$ cat src/rtl/regfile_writeback.sv
// regfile_writeback
// Write-side front end for the 32x32 register file. Results from the
// single-cycle ALU and the multi-cycle mul/div unit are accepted with
// valid/ready handshakes and kept in an in-order FIFO. One entry per cycle
// is written through the register file's single write port. A bitmask of
// registers with queued writes is published for the hazard logic.
//
// Ports:
//   clk, rst_n                     clock, asynchronous active-low reset
//   alu_valid/addr/data, alu_ready ALU producer handshake (fixed priority)
//   mul_valid/addr/data, mul_ready mul/div producer handshake
//   stall                          write port unavailable this cycle
//   we, writeaddr, writedata       register-file write port (head entry)
//   pending                        bit i set while a write to reg i is queued
//   count                          FIFO occupancy, 0..DEPTH
module regfile_writeback #(
  parameter int DEPTH = 4
) (
  input  logic                       clk,
  input  logic                       rst_n,
  input  logic                       alu_valid,
  input  logic [4:0]                 alu_addr,
  input  logic [31:0]                alu_data,
  output logic                       alu_ready,
  input  logic                       mul_valid,
  input  logic [4:0]                 mul_addr,
  input  logic [31:0]                mul_data,
  output logic                       mul_ready,
  input  logic                       stall,
  output logic                       we,
  output logic [4:0]                 writeaddr,
  output logic [31:0]                writedata,
  output logic [31:0]                pending,
  output logic [$clog2(DEPTH):0]     count
);

  localparam int AW = $clog2(DEPTH);
  localparam int CW = AW + 1;

  logic [4:0]    addr_q [DEPTH];
  logic [31:0]   data_q [DEPTH];
  logic [AW-1:0] wr_ptr_q, rd_ptr_q;
  logic [CW-1:0] count_q, count_d;

  logic          not_full;
  logic          acc_alu, acc_mul;
  logic          enq, deq;
  logic [4:0]    enq_addr;
  logic [31:0]   enq_data;

  function automatic logic [31:0] onehot5(input logic [4:0] a);
    onehot5 = 32'd1 << a;
  endfunction

  // Readiness depends only on registered occupancy, so a full FIFO refuses
  // input even in a cycle where it is draining.
  assign not_full  = (count_q < CW'(DEPTH));
  assign alu_ready = not_full;
  assign mul_ready = not_full && !alu_valid;

  assign acc_alu  = alu_valid && alu_ready;
  assign acc_mul  = mul_valid && mul_ready;
  assign enq_addr = acc_alu ? alu_addr : mul_addr;
  assign enq_data = acc_alu ? alu_data : mul_data;
  // Writes to r0 complete the handshake but are dropped here.
  assign enq      = (acc_alu || acc_mul) && (enq_addr != 5'd0);
  assign deq      = (count_q != '0) && !stall;

  assign we        = deq;
  assign writeaddr = (count_q != '0) ? addr_q[rd_ptr_q] : 5'd0;
  assign writedata = (count_q != '0) ? data_q[rd_ptr_q] : 32'd0;
  assign count     = count_q;

  always_comb begin
    count_d = count_q;
    case ({enq, deq})
      2'b10:   count_d = count_q + CW'(1);
      2'b01:   count_d = count_q - CW'(1);
      default: count_d = count_q;
    endcase
  end

  // An entry is occupied when its distance from the read pointer (modulo
  // DEPTH) is below the occupancy count.
  always_comb begin
    logic [AW-1:0] off;
    pending = 32'd0;
    off     = '0;
    for (int i = 0; i < DEPTH; i++) begin
      off = AW'(i) - rd_ptr_q;
      if ({1'b0, off} < count_q)
        pending = pending | onehot5(addr_q[i]);
    end
    pending[0] = 1'b0;
  end

  always_ff @(posedge clk or negedge rst_n) begin
    if (!rst_n) begin
      wr_ptr_q <= '0;
      rd_ptr_q <= '0;
      count_q  <= '0;
      for (int i = 0; i < DEPTH; i++) begin
        addr_q[i] <= 5'd0;
        data_q[i] <= 32'd0;
      end
    end else begin
      if (enq) begin
        addr_q[wr_ptr_q] <= enq_addr;
        data_q[wr_ptr_q] <= enq_data;
        wr_ptr_q         <= wr_ptr_q + AW'(1);
      end
      if (deq)
        rd_ptr_q <= rd_ptr_q + AW'(1);
      count_q <= count_d;
    end
  end

endmodule

$ cat config.mk
export PLATFORM = sky130hd
export DESIGN_NAME = regfile_writeback
export DESIGN_NICKNAME = d
export VERILOG_FILES = /design/src/rtl/regfile_writeback.sv
export SDC_FILE = /design/constraint.sdc
export NUM_CORES = 1
export LEC_CHECK = 0
export CORE_MARGIN = 5
export CORE_UTILIZATION = 58
export DETAILED_ROUTE_END_ITERATION = 12
export MAX_ROUTING_LAYER = met4
export PLACE_DENSITY = 0.89
export SYNTH_ARGS = -nofsm -noshare
export SYNTH_HDL_FRONTEND = slang
export SYNTH_SLANG_ARGS = --single-unit
$ cat constraint.sdc
create_clock -name clk -period 6.3 [get_ports clk]
set_input_delay 0.945 -clock clk [delete_from_list [all_inputs] [get_ports clk]]
set_output_delay 0.945 -clock clk [all_outputs]
set_load 0.005 [all_outputs]
Word level (Yosys, flattened, before mapping)
Cells that the tools add are included.
Operators by class
  order comparisons: 8
  mux-type cells: 21
  equal/unequal tests: 2
  reductions and logical operators: 12
  add/subtract/negate cells: 8
  bitwise logic cells: 5
  shift-type cells: 4
Operators with widths (number)
  $mux 32: 9
  $bwmux 128: 1
  $shl 1x5->32 const A: 4
  $or 32x32->32: 3
  $bmux 32 s2: 1
  $demux 32 s2: 1
  $mux 5: 5
  $bwmux 20: 1
  $lt 2x3->1: 4
  $bmux 5 s2: 1
  $demux 5 s2: 1
  $ge 3x3->1 const B: 2
  $logic_and 1x1->1: 6
  $not 2->3: 2
  $pmux 3 s2: 1
  $reduce_bool 5->1: 1
  $add 2x1->2 const B: 2
  $sub 1x2->2 const A: 2
  $sub 2x2->2 const A: 2
  $add 3x1->3 const B: 1
  $lt 3x1->1 const B: 1
  $lt 3x3->1 const B: 1
  $reduce_bool 3->1: 1
  $sub 3x1->3 const B: 1
  other kinds (5): 6
Word-level totals
  bits of input ports: 79
  register bits after elaboration: 155
  output and inout bits: 75
  logic and storage cells: 71

Depth between registers and ports, before layout
Gate-level depths: netlist of the first run.
  depth after elaboration: 9
  gate-level depth with buffers: 11
  depth with buffers taken out: 10

Least setup slack after synthesis of the first run
No wires, ideal clock.
  path kind: reg-to-output
  from: register rd_ptr_q[1]
  to: output pending[14]
  setup slack: 2.987 ns
  data arrival time: 2.368 ns
  data required time: 5.355 ns
  cell stages (with the launch flop): 10
  path buffers: 3
  cell sequence: dfrtp_1 > buf_2 > buf_1 > xnor2_1 > ha_1 > nor2b_1 > a211oi_1 > buf_2 > o2bb2a_1 > o211ai_1
Between the ends
  word-level cells in the longest chain between the ends: 9
  elaborated cells between the ends (all ways): 15
  those cells by class: add/sub (4); order compare (4); mux (4); bitwise (3)
RTL lines
  start, declared: RTL line 42  | logic [AW-1:0] wr_ptr_q, rd_ptr_q;
  start signal, assigned: RTL line 113  | rd_ptr_q <= rd_ptr_q + AW'(1);
  $sub 1x2->2: RTL line 90  | off = AW'(i) - rd_ptr_q;
  $lt 2x3->1: RTL line 91  | if ({1'b0, off} < count_q)
  $mux 32: RTL line 91
  $or 32x32->32: RTL line 92  | pending = pending | onehot5(addr_q[i]);
  $mux 32: RTL line 91
  $or 32x32->32: RTL line 92
  $mux 32: RTL line 91
  $or 32x32->32: RTL line 92
  $mux 32 (*): RTL line 91
  end, declared: RTL line 33  | output logic [31:0] pending,
Every way passes the cells marked *; elsewhere a longest branch is shown, timed or not.

Worst setup path after layout of the first run
  from: register rd_ptr_q[0]
  to: output pending[31]
Same word-level chain as after synthesis.

==> metrics.cfg, run 1 <==
[critical_path]
criticalPathCategory=register to output port
end_kind=output port
cp-start-kind=register
crit_fanout=44
reg2reg_depth=5
r2r_start=count[2]
cp-startpoint=rd_ptr_q[0]
rrSetupSlack_ps=2800
worstPathArrival_ps=3490
crit_end=pending[31]
worstPathRequired_ps=5350
timing.rr.end=data_q[21]

[timing]
fin_crit_sh=0.704
slew_viol_final=0
relSlewSlack=0.290
rsz0062_at_grt=false
min_period_ps=4430
max_freq_ghz=0.226
setup_viol=0
tightest_slew_ps=1060
finalHoldViolCount=0
tns_ps=0
skew_ps=10.4

[clocking]
clk_pin_slew_ps=60
cts-buffers-inserted=17
cts_sinks=155
ctsResizeCount=0
h-tree-depth=4
hold_buffers=0
post_cts_buffers=0
clk_path_buf_depth=2
insertion_delay_ps=420
clock-root-buffer=clkbuf_16
cts_tree=yes

[run_status]
status=finished clean

[floorplanning]
die_h_um=134
num_rows=45
start_util=0.588
die_w_um=134
die-area_mm2=0.0179
boundaryPins=154
core_area_mm2=0.0151

[synthesis]
synth_top_area_cell=dfrtp_1
synthDominantCellAreaShare=0.435
netlist_instances=902
synth.most_common_cell=o21ai_0
synth_seq_area_share=0.435
synthTopCellsByArea=dfrtp_1, o21ai_0, mux4_2
synth_async_sr_flop_share=1.00
ys_ff_latch=155
synth_edf_count=0
synth_nets=991
synth_area_mm2=0.00891
yosysWarnings=0
synth.avg_cell_area_um2=9.88
ys.flop_type=dfrtp_1
synthTopCellsByCount=o21ai_0, dfrtp_1, nor2b_1, o21ai_1, mux2i_1
synth_cell_type_count=53

[grt]
first_global_vias=8519
grt-ovfl-total=0
grt_max_degree=118
track_usage=0.321
grt_pass1_wl_um=44400
antenna_found_initial=1

[detailed_routing]
wl_um=28000
vias_per_cell=6.78
wl_per_cell_um=23.2
drtAntennaViolNets=0
first_iter_violations=1111
vias=8160
drt_pass1_iterations=7
drc=0

[hold_path]
hold_path_class=register to register

[place]
io_buffers=152
dp_cells=1171
place_congestion=1.01
dpl.hpwl_um=17400

[final_layout]
multi_input_area_mm2=0.00456
area_growth_pct=23.0
final_cells=1204
final.fill_count=1072
drive_gt1_frac=0.0956
final-seq-area_mm2=0.00388
nets=1091

[power]
ir_drop_mv=0.264
powerDensity_mw_per_mm2=559
p_leak_nw=4.46

[flow_run]
max-cap-violations=0

placed cells by master, fill, tap and decap left out, drive strengths merged, types with 11 or more instances in the layout:
| master | instances |
|---|---|
| nand2 | 35 |
| o221ai | 14 |
| clkdlybuf4s50 | 151 |
| nand2b | 16 |
| nor2b | 60 |
| a22oi | 11 |
| buf | 16 |
| inv | 12 |
| clkbuf | 21 |
| mux4 | 37 |
| nand3 | 14 |
| o21ai | 298 |
| nor2 | 24 |
| dfrtp | 155 |
| mux2i | 38 |
| a221o | 11 |
| nor3 | 12 |
stage by stage:
step                hold WS, ps  worst slack, ps   util  total power [mW]  cell area (um2)
finish                      508             1870  0.724              6.13            11000
global route                548             1610  0.724              6.47            11000
CTS                         509             1840  0.723              6.08            11000
detailed placement          494             2120  0.684              4.97            10400
global placement            484             2210  0.684              4.88            10400
floorplan                   469             2990      -              3.66             8910
state kept, by name, indices dropped and copies added, names as in the netlist:
| register | cells |
|---|---|
| rd_ptr_q | 2 |
| wr_ptr_q | 2 |
| data_q | 128 |
| addr_q | 20 |
| count | 3 |
cell families after synthesis:
| group | synth area share |
|---|---|
| adder cells (fa/ha/maj) | 0.0149 |
| other | 0.000421 |
| AND/OR/NAND/NOR | 0.108 |
| multiplexers | 0.136 |
| buffers and inverters | 0.0538 |
| AO/OA/AOI/OAI | 0.244 |
| XOR/XNOR | 0.00688 |
| flip-flops | 0.435 |
final cells by class:
| class | count | area share |
|---|---|---|
| Clock inverter | 11 | 0.0130 |
| Tap cell | 188 | 0.0215 |
| Clock buffer | 21 | 0.0420 |
| Antenna cell | 1 | 0.000228 |
| Inverter | 11 | 0.00377 |
| Timing Repair Buffer | 167 | 0.149 |
| Sequential cell | 155 | 0.354 |
| Multi-Input combinational cell | 650 | 0.416 |
layer usage:
| layer | up-vias | global-route usage | routed length [um] |
|---|---|---|---|
| li1 | 3521 | - | - |
| met5 | - | - | 0 |
| met2 | 619 | 0.517 | 13500 |
| met4 | 0 | 0.119 | 786 |
| met1 | 3930 | 0.397 | 10700 |
| met3 | 90 | 0.0803 | 2970 |
worst max-delay path, stage by stage (launching register included):
cell and delay (ps):
dfrtp_2 360, buf_4 660, nor2b_1 200, o211ai_1 790
a2bb2o_1 350, a221o_1 270, clkdlybuf4s50_1 450
worst min-delay path by stage:
| stage | from | endpoint | slack (ps) | depth (start not counted) |
|---|---|---|---|---|
| floorplan | data_q[32] | data_q[32] | 470 | 2 |
| CTS | data_q[14] | data_q[14] | 510 | 2 |
| finish | data_q[101] | data_q[101] | 510 | 2 |
| global placement | data_q[18] | data_q[18] | 480 | 2 |
| detailed placement | data_q[26] | data_q[26] | 490 | 2 |
| global route | data_q[14] | data_q[14] | 550 | 2 |
power by group:
group          total, mW  leakage [nW]  internal [mW]  switching (mW)
registers           1.83          1.95           1.45           0.377
logic               3.25          2.22           1.56            1.69
clock network       1.04         0.293          0.643           0.400
Note: power is estimated with default switching activity, not from simulation.
==> inputs of run 2 (changes only) <==
--- a/config.mk
+++ b/config.mk
@@ -6,10 +6,10 @@
 export NUM_CORES = 1
 export LEC_CHECK = 0
 export CORE_MARGIN = 5
-export CORE_UTILIZATION = 58
+export CORE_UTILIZATION = 49
 export DETAILED_ROUTE_END_ITERATION = 12
 export MAX_ROUTING_LAYER = met4
-export PLACE_DENSITY = 0.89
+export PLACE_DENSITY = 0.81
 export SYNTH_ARGS = -nofsm -noshare
 export SYNTH_HDL_FRONTEND = slang
 export SYNTH_SLANG_ARGS = --single-unit
==> constraint.sdc (replaced) <==
create_clock -name clk -period 3.75 [get_ports clk]
set_input_delay 0.5625 -clock clk [delete_from_list [all_inputs] [get_ports clk]]
set_output_delay 0.5625 -clock clk [all_outputs]
set_load 0.005 [all_outputs]
==> run 2 against run 1 <==
  * Worst setup slack lost 1800 ps
  * Power rose by 67%
  * Hold slack worse by 310 ps
  * Via count shrank 3.1%
  * Non-clock buffer count is 13 higher
  * Sequential power up 68%
  * Flip-flop and latch count unchanged
  * Largest power group unchanged
==> metrics.cfg, run 2 (synthesis results as in run 1) <==
[final_layout]
final_cells=1257  ; was 1,204
largest_reg_flops=128  ; unchanged
nets=1104  ; was 1,091
final_common_cell=o21ai_0  ; unchanged
fin_area_mm2=0.0111  ; was 0.0110 mm2
final_cell_mix=o21ai_0, dfrtp_1, clkdlybuf4s50_1, nor2b_1, o21ai_1  ; unchanged
drive_gt1_frac=0.112  ; was 0.0956
top_register=data_q  ; unchanged
insertedDiodeCount=0  ; was 1
final_util=0.620  ; was 0.724
area_growth_pct=25.0  ; was 23.0%

[critical_path]
r2r_start=count[2]  ; unchanged
timing.rr.end=data_q[125]  ; was data_q[21]
end_kind=output port  ; unchanged
worstPathRequired_ps=3190  ; was 5350 ps
critPathBufInv=2  ; unchanged
cpMaxStageDelayCell=clkdlybuf4s50_1  ; was o211ai_1
critical_path_depth=7  ; was 6
cp_top_family=compound AO/OA/AOI/OAI gates  ; unchanged
path_cells=inv_1 -> ha_1 -> a21oi_1 -> o21ai_0 -> nand2_1 -> o221ai_1 -> clkdlybuf4s50_1  ; was buf_4 -> nor2b_1 -> o211ai_1 -> a2bb2o_1 -> a221o_1 -> clkdlybuf4s50_1
cp-startpoint=count[1]  ; was rd_ptr_q[0]
cp_slowest_stage_delay_ps=570  ; was 790 ps
cp-start-kind=register  ; unchanged
criticalPathCategory=register to output port  ; unchanged
reg2reg_depth=6  ; was 5
rrSetupSlack_ps=950  ; was 2800 ps
worstPathArrival_ps=3080  ; was 3490 ps
crit_fanout=10  ; was 44
crit_end=pending[29]  ; was pending[31]

[power]
ir_drop_mv=0.588  ; was 0.264 mV
powerDensity_mw_per_mm2=919  ; was 559 mW/mm2
p_leak_nw=4.54  ; was 4.46 nW
power_mw=10.2  ; was 6.13 mW
p_switching_mw=4.12  ; was 2.47 mW
power.internal_mw=6.11  ; was 3.66 mW
p_sw_frac=0.402  ; was 0.403
power_frac_clock=0.165  ; was 0.170
p_comb_frac=0.534  ; was 0.531
seq_power_share=0.300  ; was 0.299

[clocking]
cts_tree=yes  ; unchanged
post_cts_buffers=0  ; unchanged
cts-buffers-inserted=17  ; unchanged
clock-root-buffer=clkbuf_16  ; unchanged
insertion_delay_ps=430  ; was 420 ps
h-tree-depth=4  ; unchanged
clk_pin_slew_ps=70  ; was 60 ps
cts_sinks=155  ; unchanged
clk_path_buf_depth=2  ; unchanged

[place]
placed_cell_area_mm2=0.0105  ; was 0.0104 mm2
io_buffers=152  ; unchanged
dpl.hpwl_um=17900  ; was 17,400 um
dp_cells=1225  ; was 1,171
post-place-ws_ps=532  ; was 2120 ps
place_congestion=0.962  ; was 1.01

[grt]
busiest_layer=met2  ; unchanged
use_met3=0.0470  ; was 0.0803
grt_use_met2=0.432  ; was 0.517
first_global_vias=7845  ; was 8,519
track_usage=0.269  ; was 0.321
grt_max_degree=87  ; was 118
grt_pass1_wl_um=42600  ; was 44,400 um
met1_usage=0.354  ; was 0.397
grt-ovfl-total=0  ; unchanged
antenna_found_initial=0  ; was 1

[run_status]
status=finished clean  ; unchanged

[timing]
min_period_ps=3640
hold_ws_ps=198  ; was 508 ps
slew_viol_final=0  ; unchanged
tightest_slew_ps=822  ; was 1060 ps
setup_viol=0  ; unchanged
finalHoldViolCount=0  ; unchanged
tns_ps=0  ; unchanged
fin_crit_sh=0.972
setup_slack_ps=106  ; was 1870 ps
skew_ps=12.3  ; was 10.4 ps
relSlewSlack=0.452  ; was 0.290
rsz0062_at_grt=true  ; was false
max_freq_ghz=0.274

[detailed_routing]
vias_per_cell=6.29  ; was 6.78
drt_pass1_iterations=6  ; was 7
drc=0  ; unchanged
wl_um=27100  ; was 28,000 um
wl_per_cell_um=21.6  ; was 23.2 um
vias=7911  ; was 8,160
drtAntennaViolNets=0  ; unchanged
first_iter_violations=934  ; was 1,111

[hold_path]
hold_path_class=primary input to asynchronous set/reset pin  ; was register to register

[floorplanning]
die_h_um=145  ; was 134 um
boundaryPins=154  ; unchanged
num_rows=49  ; was 45
die-area_mm2=0.0210  ; was 0.0179 mm2
core_area_mm2=0.0180  ; was 0.0151 mm2
start_util=0.496  ; was 0.588
die_w_um=145  ; was 134 um

[flow_run]
max-cap-violations=0  ; unchanged

run 2: changes by cell type in the layout (fill, tap and decap cells not counted), sizes merged:
cell    previous run  this run
diode              1         0
clkbuf            21        19
clkinv             5         4
inv               12        17
buf               16        29
bufinv             3         1
run 2: metal layers:
metal  wire (um)  up-vias
met1       10900     3889
met4         583        0
li1            -     3554
met5           0        -
met3        2450       49
met2       13200      419
run 2: layout make-up:
cell class | count | area [um2]
clock inverter | 13 | 128
inverter | 11 | 41.3
tap | 229 | 287
fill | 1441 | 6830
timing repair buffer | 180 | 1770
sequential | 155 | 3880
clock buffer | 19 | 453
multi-input combinational | 650 | 4570
run 2: worst min path at each step:
stage / startpoint / depth (start not counted) / to
global route: rst_n / 1 / data_q[84]
finish: rst_n / 1 / data_q[84]
floorplan: rst_n / 0 / addr_q[0]
CTS: rst_n / 1 / data_q[84]
detailed placement: data_q[27] / 2 / data_q[27]
global placement: data_q[25] / 2 / data_q[25]
run 2: power by group through the flow:
stage | Sequential (mW) | Clock (mW) | Combinational (mW)
finish | 3.07 | 1.69 | 5.47
CTS | 3.05 | 1.70 | 5.43
global route | 3.16 | 1.79 | 5.94
global placement | 3.02 | 0 | 5.29
floorplan | 2.74 | 0 | 3.42
detailed placement | 3.06 | 0 | 5.39
run 2: what timing repair did:
| action | CTS | global route |
|---|---|---|
| hold buffers | 0 | 0 |
| setup endpoints to repair | 0 | 13 |
| resized for setup | 0 | 3 |
run 2: worst register-to-register path, cell delays in order, from the launching register on:
cell and delay, ps:
dfrtp_1 690, and2b_1 310, o32ai_4 370, buf_4 380, buf_4 570, o21ai_0 270, o21ai_0 130
